<file path="src/rtl/kpn_pkg.sv">
// ---------------------------------------------------------------------------
// kpn_pkg
// Shared definitions for the KPN process/channel modules:
//   - kpn_state_e : channel FSM state (precharge of initial tokens, then live)
//   - KPN_*       : default token width / channel depth / initial-token count
//   - kpn_depth() : number of slots for a given address width
// ---------------------------------------------------------------------------
package kpn_pkg;

    typedef enum logic [0:0] {
        KPN_ST_PRECHARGE = 1'b0,
        KPN_ST_RUN       = 1'b1
    } kpn_state_e;

    localparam int KPN_BITS_NUMBER    = 16;
    localparam int KPN_FIFO_ELEMENTS  = 5;
    localparam int KPN_PRECHARGE_DATA = 4;

    function automatic int kpn_depth(input int elements);
        return 1 << elements;
    endfunction

endpackage : kpn_pkg

</file>
<file path="src/rtl/kpn_fifo_mem.sv">
// ---------------------------------------------------------------------------
// kpn_fifo_mem
// Simple dual-port token store for a KPN channel: one synchronous write port,
// one synchronous read port with a registered output. Written so that the
// array maps onto a block RAM with its output register.
//
// Ports:
//   clk        in   clock, rising edge
//   rd_rst_i   in   synchronous clear of the read output register only
//   wr_en_i    in   write strobe
//   wr_addr_i  in   write slot
//   wr_data_i  in   write token
//   rd_en_i    in   read strobe; rd_data_o updates on the next edge
//   rd_addr_i  in   read slot
//   rd_data_o  out  registered read token (holds when rd_en_i is low)
// ---------------------------------------------------------------------------
module kpn_fifo_mem
    import kpn_pkg::*;
#(
    parameter int BITS_NUMBER   = KPN_BITS_NUMBER,
    parameter int FIFO_ELEMENTS = KPN_FIFO_ELEMENTS
) (
    input  logic                     clk,
    input  logic                     rd_rst_i,
    input  logic                     wr_en_i,
    input  logic [FIFO_ELEMENTS-1:0] wr_addr_i,
    input  logic [BITS_NUMBER-1:0]   wr_data_i,
    input  logic                     rd_en_i,
    input  logic [FIFO_ELEMENTS-1:0] rd_addr_i,
    output logic [BITS_NUMBER-1:0]   rd_data_o
);

    localparam int DEPTH = kpn_depth(FIFO_ELEMENTS);

    logic [BITS_NUMBER-1:0] mem_q [DEPTH];
    logic [BITS_NUMBER-1:0] rd_data_q;

    // NOTE: the array has no reset on purpose; clearing it would force the
    // storage into flops. Only the pointers decide what is valid.
    // NOTE: clocked state is always assigned with <= so every reader in the
    // same edge sees the pre-edge value (this is also what gives
    // read-before-write when both ports hit the same slot).
    always_ff @(posedge clk) begin
        if (wr_en_i) begin
            mem_q[wr_addr_i] <= wr_data_i;
        end
    end

    always_ff @(posedge clk) begin
        if (rd_rst_i) begin
            rd_data_q <= '0;
        end else if (rd_en_i) begin
            rd_data_q <= mem_q[rd_addr_i];
        end
    end

    assign rd_data_o = rd_data_q;

endmodule : kpn_fifo_mem

</file>
<file path="src/rtl/kpn_fifo_channel.sv">
// ---------------------------------------------------------------------------
// kpn_fifo_channel
// One KPN channel: a synchronous FIFO between a producer and a consumer that,
// after every reset, first fills itself with NUMBER_OF_PRECHARGE_DATA initial
// tokens (BASE, BASE+STEP, ...) and only then goes live. Occupancy, blocking
// flags and sticky error flags are exported for the network monitor.
//
// Ports:
//   clk        in   clock, rising edge
//   reset      in   synchronous, active-high; flushes the channel and
//                   restarts the precharge
//   wr_en      in   producer write request
//   wr_data    in   token to write
//   full       out  writes blocked (forced high during precharge)
//   rd_en      in   consumer read request
//   rd_data    out  registered read token
//   rd_valid   out  rd_data holds a token popped on the previous edge
//   empty      out  reads blocked (forced high during precharge)
//   count      out  stored token count, 0..depth
//   init_done  out  precharge complete, channel live
//   overflow   out  sticky: write attempted while full
//   underflow  out  sticky: read attempted while empty
// ---------------------------------------------------------------------------
module kpn_fifo_channel
    import kpn_pkg::*;
#(
    parameter int                     BITS_NUMBER              = KPN_BITS_NUMBER,
    parameter int                     FIFO_ELEMENTS            = KPN_FIFO_ELEMENTS,
    parameter int                     NUMBER_OF_PRECHARGE_DATA = KPN_PRECHARGE_DATA,
    parameter logic [BITS_NUMBER-1:0] PRECHARGE_BASE           = BITS_NUMBER'(16'h0001),
    parameter logic [BITS_NUMBER-1:0] PRECHARGE_STEP           = BITS_NUMBER'(16'h0001)
) (
    input  logic                     clk,
    input  logic                     reset,
    input  logic                     wr_en,
    input  logic [BITS_NUMBER-1:0]   wr_data,
    output logic                     full,
    input  logic                     rd_en,
    output logic [BITS_NUMBER-1:0]   rd_data,
    output logic                     rd_valid,
    output logic                     empty,
    output logic [FIFO_ELEMENTS:0]   count,
    output logic                     init_done,
    output logic                     overflow,
    output logic                     underflow
);

    localparam int DEPTH = kpn_depth(FIFO_ELEMENTS);
    localparam int CW    = FIFO_ELEMENTS + 1;

    localparam logic [CW-1:0]            DEPTH_C = CW'(DEPTH);
    localparam logic [CW-1:0]            PRE_N   = CW'(NUMBER_OF_PRECHARGE_DATA);
    localparam logic [CW-1:0]            CNT_ONE = CW'(1);
    localparam logic [FIFO_ELEMENTS-1:0] PTR_ONE = FIFO_ELEMENTS'(1);

    // With no initial tokens there is nothing to precharge: go live directly.
    localparam kpn_state_e RESET_STATE =
        (NUMBER_OF_PRECHARGE_DATA == 0) ? KPN_ST_RUN : KPN_ST_PRECHARGE;

    generate
        if (NUMBER_OF_PRECHARGE_DATA < 0 || NUMBER_OF_PRECHARGE_DATA > DEPTH) begin : g_bad_precharge
            $error("kpn_fifo_channel: NUMBER_OF_PRECHARGE_DATA must be in 0..2**FIFO_ELEMENTS");
        end
    endgenerate

    // ------------------------------------------------------------------
    // State
    // ------------------------------------------------------------------
    kpn_state_e               state_q,     state_d;
    logic [FIFO_ELEMENTS-1:0] w_ptr_q,     w_ptr_d;
    logic [FIFO_ELEMENTS-1:0] r_ptr_q,     r_ptr_d;
    logic [CW-1:0]            count_q,     count_d;
    logic [BITS_NUMBER-1:0]   pre_val_q,   pre_val_d;
    logic                     rd_valid_q,  rd_valid_d;
    logic                     overflow_q,  overflow_d;
    logic                     underflow_q, underflow_d;
    logic                     init_done_q, init_done_d;

    logic                     full_c;
    logic                     empty_c;
    logic                     rd_acc;
    logic                     wr_acc;
    logic                     mem_we;
    logic                     mem_re;
    logic [BITS_NUMBER-1:0]   mem_wdata;

    // ------------------------------------------------------------------
    // Next-state / control
    // ------------------------------------------------------------------
    always_comb begin
        // NOTE: every signal driven here gets a default first, so no path
        // through the case can leave one unassigned and infer a latch.
        state_d     = state_q;
        w_ptr_d     = w_ptr_q;
        r_ptr_d     = r_ptr_q;
        count_d     = count_q;
        pre_val_d   = pre_val_q;
        rd_valid_d  = 1'b0;
        overflow_d  = overflow_q;
        underflow_d = underflow_q;
        init_done_d = init_done_q;
        full_c      = 1'b1;
        empty_c     = 1'b1;
        rd_acc      = 1'b0;
        wr_acc      = 1'b0;
        mem_we      = 1'b0;
        mem_re      = 1'b0;
        mem_wdata   = wr_data;

        case (state_q)
            KPN_ST_RUN: begin
                full_c  = (count_q == DEPTH_C);
                empty_c = (count_q == '0);
                rd_acc  = rd_en && !empty_c;
                // A read in the same cycle frees the head slot, so a full
                // channel can still take a write.
                wr_acc  = wr_en && (!full_c || rd_acc);

                mem_we     = wr_acc;
                mem_re     = rd_acc;
                rd_valid_d = rd_acc;

                if (wr_acc) begin
                    w_ptr_d = w_ptr_q + PTR_ONE;
                end
                if (rd_acc) begin
                    r_ptr_d = r_ptr_q + PTR_ONE;
                end

                if (wr_acc && !rd_acc) begin
                    count_d = count_q + CNT_ONE;
                end else if (rd_acc && !wr_acc) begin
                    count_d = count_q - CNT_ONE;
                end

                if (wr_en && full_c && !rd_acc) begin
                    overflow_d = 1'b1;
                end
                if (rd_en && empty_c) begin
                    underflow_d = 1'b1;
                end

                init_done_d = 1'b1;
            end

            default: begin
                // Precharge (and recovery from any stray encoding): the port
                // flags stay forced so external requests are ignored and
                // cannot raise the error flags.
                if (count_q < PRE_N) begin
                    mem_we    = 1'b1;
                    mem_wdata = pre_val_q;
                    w_ptr_d   = w_ptr_q + PTR_ONE;
                    count_d   = count_q + CNT_ONE;
                    pre_val_d = pre_val_q + PRECHARGE_STEP;
                end
                if ((PRE_N == '0) || (count_q >= PRE_N - CNT_ONE)) begin
                    state_d     = KPN_ST_RUN;
                    init_done_d = 1'b1;
                end
            end
        endcase
    end

    // ------------------------------------------------------------------
    // Registers
    // ------------------------------------------------------------------
    always_ff @(posedge clk) begin
        if (reset) begin
            state_q     <= RESET_STATE;
            w_ptr_q     <= '0;
            r_ptr_q     <= '0;
            count_q     <= '0;
            pre_val_q   <= PRECHARGE_BASE;
            rd_valid_q  <= 1'b0;
            overflow_q  <= 1'b0;
            underflow_q <= 1'b0;
            init_done_q <= 1'b0;
        end else begin
            state_q     <= state_d;
            w_ptr_q     <= w_ptr_d;
            r_ptr_q     <= r_ptr_d;
            count_q     <= count_d;
            pre_val_q   <= pre_val_d;
            rd_valid_q  <= rd_valid_d;
            overflow_q  <= overflow_d;
            underflow_q <= underflow_d;
            init_done_q <= init_done_d;
        end
    end

    // ------------------------------------------------------------------
    // Token store
    // ------------------------------------------------------------------
    kpn_fifo_mem #(
        .BITS_NUMBER   (BITS_NUMBER),
        .FIFO_ELEMENTS (FIFO_ELEMENTS)
    ) u_mem (
        .clk       (clk),
        .rd_rst_i  (reset),
        .wr_en_i   (mem_we && !reset),
        .wr_addr_i (w_ptr_q),
        .wr_data_i (mem_wdata),
        .rd_en_i   (mem_re),
        .rd_addr_i (r_ptr_q),
        .rd_data_o (rd_data)
    );

    assign full      = full_c;
    assign empty     = empty_c;
    assign count     = count_q;
    assign rd_valid  = rd_valid_q;
    assign init_done = init_done_q;
    assign overflow  = overflow_q;
    assign underflow = underflow_q;

endmodule : kpn_fifo_channel

</file>
<file path="config.mk">
export PLATFORM = sky130hd
export DESIGN_NAME = kpn_fifo_channel
export DESIGN_NICKNAME = d
export VERILOG_FILES = /design/src/rtl/kpn_pkg.sv /design/src/rtl/kpn_fifo_mem.sv /design/src/rtl/kpn_fifo_channel.sv
export SDC_FILE = /design/constraint.sdc
export NUM_CORES = 1
export LEC_CHECK = 0
export ABC_AREA = 1
export CORE_MARGIN = 1
export CORE_UTILIZATION = 65
export CTS_BUF_LIST = sky130_fd_sc_hd__clkbuf_2 sky130_fd_sc_hd__clkbuf_4 sky130_fd_sc_hd__clkbuf_8
export CTS_CLUSTER_DIAMETER = 30
export DETAILED_ROUTE_END_ITERATION = 16
export PLACE_DENSITY_LB_ADDON = 0.1
export SETUP_SLACK_MARGIN = 0.15
export SLEW_MARGIN = 0
export SYNTH_ARGS = -nofsm -noshare
export SYNTH_HDL_FRONTEND = slang
export SYNTH_SLANG_ARGS = --single-unit
export TNS_END_PERCENT = 10
</file>
<file path="constraint.sdc">
create_clock -name clk -period 2.95 [get_ports clk]
set_input_delay 0.59 -clock clk [delete_from_list [all_inputs] [get_ports clk]]
set_output_delay 0.59 -clock clk [all_outputs]
set_load 0.05 [all_outputs]
</file>
Word level (Yosys, flattened, before mapping)
Memory sizes are Yosys's and may differ from the RTL's. A register that Yosys moved wholly into a read port is not among the register bits.
Index checks and enable logic that the tools add are counted.
Operators by class
  mux-type cells: 20
  $mul: 0
  reductions and logical operators: 23
  add/sub/neg operators: 5
  bitwise logic cells: 1
  divide/modulo/power cells: 0
  order comparisons: 2
  equal/unequal tests: 3
  shifts and indexed selects: 0
Operators by type and width (count)
  $mux W16: 2
  $mux W6: 4
  $add A16 B1 Y16 const B: 1
  $mux W5: 3
  $reduce_and A2 Y1: 6
  $mux W1: 11
  $add A5 B1 Y5 const B: 2
  $logic_and A1 B1 Y1: 8
  $add A6 B1 Y6 const B: 1
  $eq A6 B6 Y1 const B: 1
  $ge A6 B2 Y1 const B: 1
  $logic_not A6 Y1: 1
  $lt A6 B3 Y1 const B: 1
  $sub A6 B1 Y6 const B: 1
  $logic_not A1 Y1: 5
  $reduce_bool A2 Y1: 2
  $ne A3 B1 Y1 const B: 1
  $ne A2 B1 Y1 const B: 1
  $logic_or A1 B1 Y1: 1
  $not A1 Y1: 1
Storage, ports and cells
  input bits: 20
  bits in writable memories: 512
  register bits: 37
  latch bits: 0
  logic and storage cells: 64
  output and inout bits: 28
  memories: 1
  bits in read-only memories: 0
Memories
  u_mem.mem_q: depth 32, bits a word 16, rd ports 1, clocked after Yosys merged registers in 1, wr ports 1, line kpn_fifo_mem.sv:35  | logic [BITS_NUMBER-1:0] mem_q [DEPTH];

Longest topological paths before layout
  depth in word-level cells: 10
  gate-level depth with buffers: 12
  mapped depth without buffers: 11

Hierarchy
Synthesis repeated with hierarchy kept, for this count alone.
Unflattened totals
  cells, all modules: 2133
  area, all modules: 23510.0 um^2
By module, submodules not included
  kpn_fifo_mem: area each 21316.7 um^2, cells each 1799, sequential area each 15695.1 um^2, times used 1
  kpn_fifo_channel: area each 2193.4 um^2, cells each 334, sequential area each 740.7 um^2, times used 1

Least setup slack after synthesis
No wires, ideal clock.
  path kind: reg-to-reg
  start: register count_q[2] (netlist: count[2])
  end: memory u_mem.mem_q[0][1] (netlist name) (data pin)
  clock period less this slack: 2.975 ns
  setup slack: -0.025 ns
  stages on the path, launching flop included: 6
  data required time: 2.496 ns
  setup time: 0.454 ns
  path buffers: 2
  arrival: 2.521 ns
  path through: dfxtp_1 -> buf_6 -> nor2_4 -> nand3_4 -> clkbuf_1 -> o21ai_0
Between the ends
  longest elaborated chain between the ends: 3
Ends and longest elaborated chain
  from (decl): line kpn_fifo_channel.sv:72  | logic [CW-1:0] count_q, count_d;
  from (signal assigned): line kpn_fifo_channel.sv:183  | count_q <= count_d;
  $lt A6 B3 Y1: line kpn_fifo_channel.sv:150  | if (count_q < PRE_N) begin
  $mux W16: line kpn_fifo_channel.sv:150
  $mux W16: line kpn_fifo_channel.sv:110  | case (state_q)
  via mem_wdata[1]: line kpn_fifo_channel.sv:85  | logic [BITS_NUMBER-1:0] mem_wdata;
  to (decl): line kpn_fifo_mem.sv:35
The timed path passes the listed nets, and every way through them passes these cells.

Final worst setup path
  start: register count_q[0] (netlist: count[0])
  end: output empty
Between the ends
  longest elaborated chain between the ends: 2
Ends and longest elaborated chain
  $logic_not A6 Y1: line kpn_fifo_channel.sv:113  | empty_c = (count_q == '0);
  $mux W1: line kpn_fifo_channel.sv:110
  to (decl): line kpn_fifo_channel.sv:41  | output logic empty,
Every way passes these cells.

==> flow_metrics.tcl <==
set metrics [dict create \
    cp_slowest_cell "sky130_fd_sc_hd__dlygate4sd2_1" \
    fin_setup_tns_ns 0 \
    criticalPathCategory "register to output pin" \
    global_route_wire_length_before_repair_um 95700 \
    finalCriticalPeriod_ns 2.72 \
    finalInstanceArea_um2 27700 \
    design.core.area_um2 36600 \
    fp.dieH_um 195 \
    timing.final.setup_violations 0 \
    synth_nets 2395 \
    grt_max_degree 184 \
    synth.lib_cells_used.distinct 31 \
    viasPerCell 5.76 \
    most_used_cells_in_the_layout_excluding_fill_and_tap_cells "sky130_fd_sc_hd__nand2_1 (759), sky130_fd_sc_hd__edfxtp_1 (512), sky130_fd_sc_hd__nand3_1 (325)" \
    area_delta_synth_final_pct 14.6 \
    fmax_ghz 0.367 \
    setup_repair_after_global_routing_missed_its_margin "true" \
    layout_nets 2507 \
    layout.filler_cells 2457 \
    detailed_place_hpwl_um 38400 \
    cts-htree-levels 3 \
    max_stage_delay_ns 0.54 \
    synth.ff_latch_count 565 \
    clk_path_buf_depth 3 \
    cp-start-kind "register" \
    average_cell_area_after_synthesis_um2 10.2 \
    power-per-cell-area_nw_per_um2 888 \
    post_cts.repair.setup_buffers 0 \
    relSlewSlack 0.193 \
    floorplan.initialDensity 0.661 \
    layout_commonest_cell "sky130_fd_sc_hd__nand2_1" \
    syn_inst 2366 \
    syn-cell-area_um2 24200 \
    clock_tree.root_cell "sky130_fd_sc_hd__clkbuf_8" \
    clk_lat_worst_skew_ns 0.69 \
    seq_area_um2 16400 \
    cts.clk_slew.worst_paths_ns 0.05 \
    cp_max_fo 6 \
    share_of_synthesized_area_occupied_by_flip_flops_and_latches 0.679 \
    cts_inserted_buffers 104 \
    outcome "complete, no violations" \
    fin_hold_ws_ns 0.479 \
    final-max-slew-violation-count 0 \
    postCtsHoldBufs 0 \
    cts_tree "yes" \
    antenna-diode-count 0 \
    worstPathCellList "inv_1, ha_1, nand3_2, nand2_1, dlygate4sd2_1" \
    fp.dieArea_um2 38000 \
    wire_per_inst_um 20.9 \
    die_width_um 195 \
    cts_repair_resize_count 2 \
    gp_congestion 0.896 \
    placed_cell_area_um2 25400 \
    p_leak_uw 0.0111 \
    vias 17500 \
    worst_ep_arrival_time_ns 2.13 \
    finalClockSkew_ns 0.0392 \
    ys.warnings.count 0 \
    post_route_cells_drive_above_1_share 0.115 \
    crit_required_ns 2.36 \
    drt_first_iter_violations 2033 \
    drc 0 \
    grt_antenna_before_repair 0 \
    route.antenna.remaining_nets 0 \
    top_level_ports 48 \
    final_routed_wirelength_across_all_metal_layers_um 63500 \
    grtUsageTotal 0.342 \
    multiInputGateArea_um2 6250 \
    first_global_vias 16900 \
    period_share 0.923 \
    worst_min_delay_path_class "register to register" \
    setup.worst_path.end_class "output pin" \
    worst_tran_pin_value_ns 1.21 \
    maxCapViolCount 0 \
    vdd.ir_drop.worst_mv 1.08 \
    timing.final.hold_violations 0 \
    cts.sinks 565 \
    fin_util 0.757 \
    grt_overflow_total 0 \
    portBuffers 47 \
    number_of_detailed_routing_iterations_run_before_antenna_repair 6 \
    core.rowCount 70 \
]
## worst max-delay path, delay by kind of cell, from the launching register on
kind,cells,cell delay (ns)
buffers and inverters,2,0.67
flip-flops,1,0.36
AND/OR/NAND/NOR,2,0.25
adder cells (fa/ha/maj),1,0.20
## registers in the layout, indices dropped and copies added, names as in the netlist, 5 cells and up
name,cells
count,6
w_ptr_q,5
r_ptr_q,5
u_mem.rd_data_o,16
u_mem.mem_q,512
pre_val_q,16
## area by class of cell
cell class / count / share of cell area
Clock buffer: 129 / 0.0598
Tap cell: 468 / 0.0211
Timing Repair Buffer: 124 / 0.0415
Clock inverter: 66 / 0.0236
Multi-Input combinational cell: 1424 / 0.225
Sequential cell: 565 / 0.593
Inverter: 259 / 0.0353
## per-layer routing
metal,vias up,wire (µm),global-route usage
met2,987,29200,0.522
met3,168,6310,0.0633
met1,8243,25300,0.479
met5,-,0,0
li1,8069,-,-
met4,0,2710,0.165
## cells in the mapped netlist
library cell                 n  area share
sky130_fd_sc_hd__a211oi_1    1     0.00031
sky130_fd_sc_hd__a21oi_1    69       0.014
sky130_fd_sc_hd__buf_1       8      0.0012
sky130_fd_sc_hd__buf_2      76       0.016
sky130_fd_sc_hd__buf_4       7      0.0022
sky130_fd_sc_hd__buf_6       2     0.00093
sky130_fd_sc_hd__clkbuf_1   25      0.0039
sky130_fd_sc_hd__clkinv_1    1     0.00016
sky130_fd_sc_hd__dfxtp_1    53       0.044
sky130_fd_sc_hd__edfxtp_1  512        0.64
sky130_fd_sc_hd__ha_1        9      0.0047
sky130_fd_sc_hd__inv_1     252       0.039
sky130_fd_sc_hd__inv_2       5     0.00078
sky130_fd_sc_hd__inv_4       1     0.00026
sky130_fd_sc_hd__nand2_1   759        0.12
sky130_fd_sc_hd__nand2_2     9      0.0023
sky130_fd_sc_hd__nand3_1   325       0.067
sky130_fd_sc_hd__nand3_2     2     0.00083
sky130_fd_sc_hd__nand3_4     2      0.0014
sky130_fd_sc_hd__nand4_1     3     0.00078
sky130_fd_sc_hd__nand4_4     1     0.00088
sky130_fd_sc_hd__nor2_1    156       0.024
sky130_fd_sc_hd__nor2_2      2     0.00052
sky130_fd_sc_hd__nor2_4      4      0.0019
sky130_fd_sc_hd__nor3_1     16      0.0033
sky130_fd_sc_hd__nor3_4      1     0.00067
sky130_fd_sc_hd__nor3b_1     1     0.00031
sky130_fd_sc_hd__o21a_1      2     0.00062
sky130_fd_sc_hd__o21ai_0    52       0.011
sky130_fd_sc_hd__or2_2       1     0.00026
sky130_fd_sc_hd__xor2_1      9      0.0033
## kinds of logic after synthesis
| logic type | count (synthesis) | synth area share |
|---|---|---|
| xor gates and xnor gates | 9 | 0.00326 |
| AOI/OAI and AO/OA | 124 | 0.0260 |
| buffers and inverters | 377 | 0.0642 |
| and+or+nand+nor | 1282 | 0.222 |
| adders and majority gates | 9 | 0.00466 |
| DFF | 565 | 0.679 |
## path summary, 6_finish.rpt
check             cells past startpoint  slack (ns)              startpoint                           end
setup / recovery                      5        0.23   count[0]$_SDFFE_PP0P_                         empty
hold / removal                        2        0.48  init_done$_SDFFE_PP0P_        init_done$_SDFFE_PP0P_
setup reg to reg                     10        0.46   count[0]$_SDFFE_PP0P_  u_mem.mem_q[5][12]$_DFFE_PP_
hold reg to reg                       2        0.48  init_done$_SDFFE_PP0P_        init_done$_SDFFE_PP0P_
## where the power goes
group	internal (µW)	switching, µW	total, µW
Sequential	9990	280	10300
Clock	4790	3290	8070
Combinational	1510	4770	6280
Total	16300	8340	24600
## through the flow
| step | power (µW) | cells | worst slack (ns) |
|---|---|---|---|
| finish | 24600 | 3035 | 0.228 |
| global route | 25500 | 3035 | 0.101 |
| CTS | 24600 | 3035 | 0.114 |
| detailed placement | 16600 | 2840 | 0.297 |
| global placement | 16400 | 2840 | 0.293 |
| floorplan | 14000 | 2366 | -0.0246 |
Power figures use the tool's default switching activity.
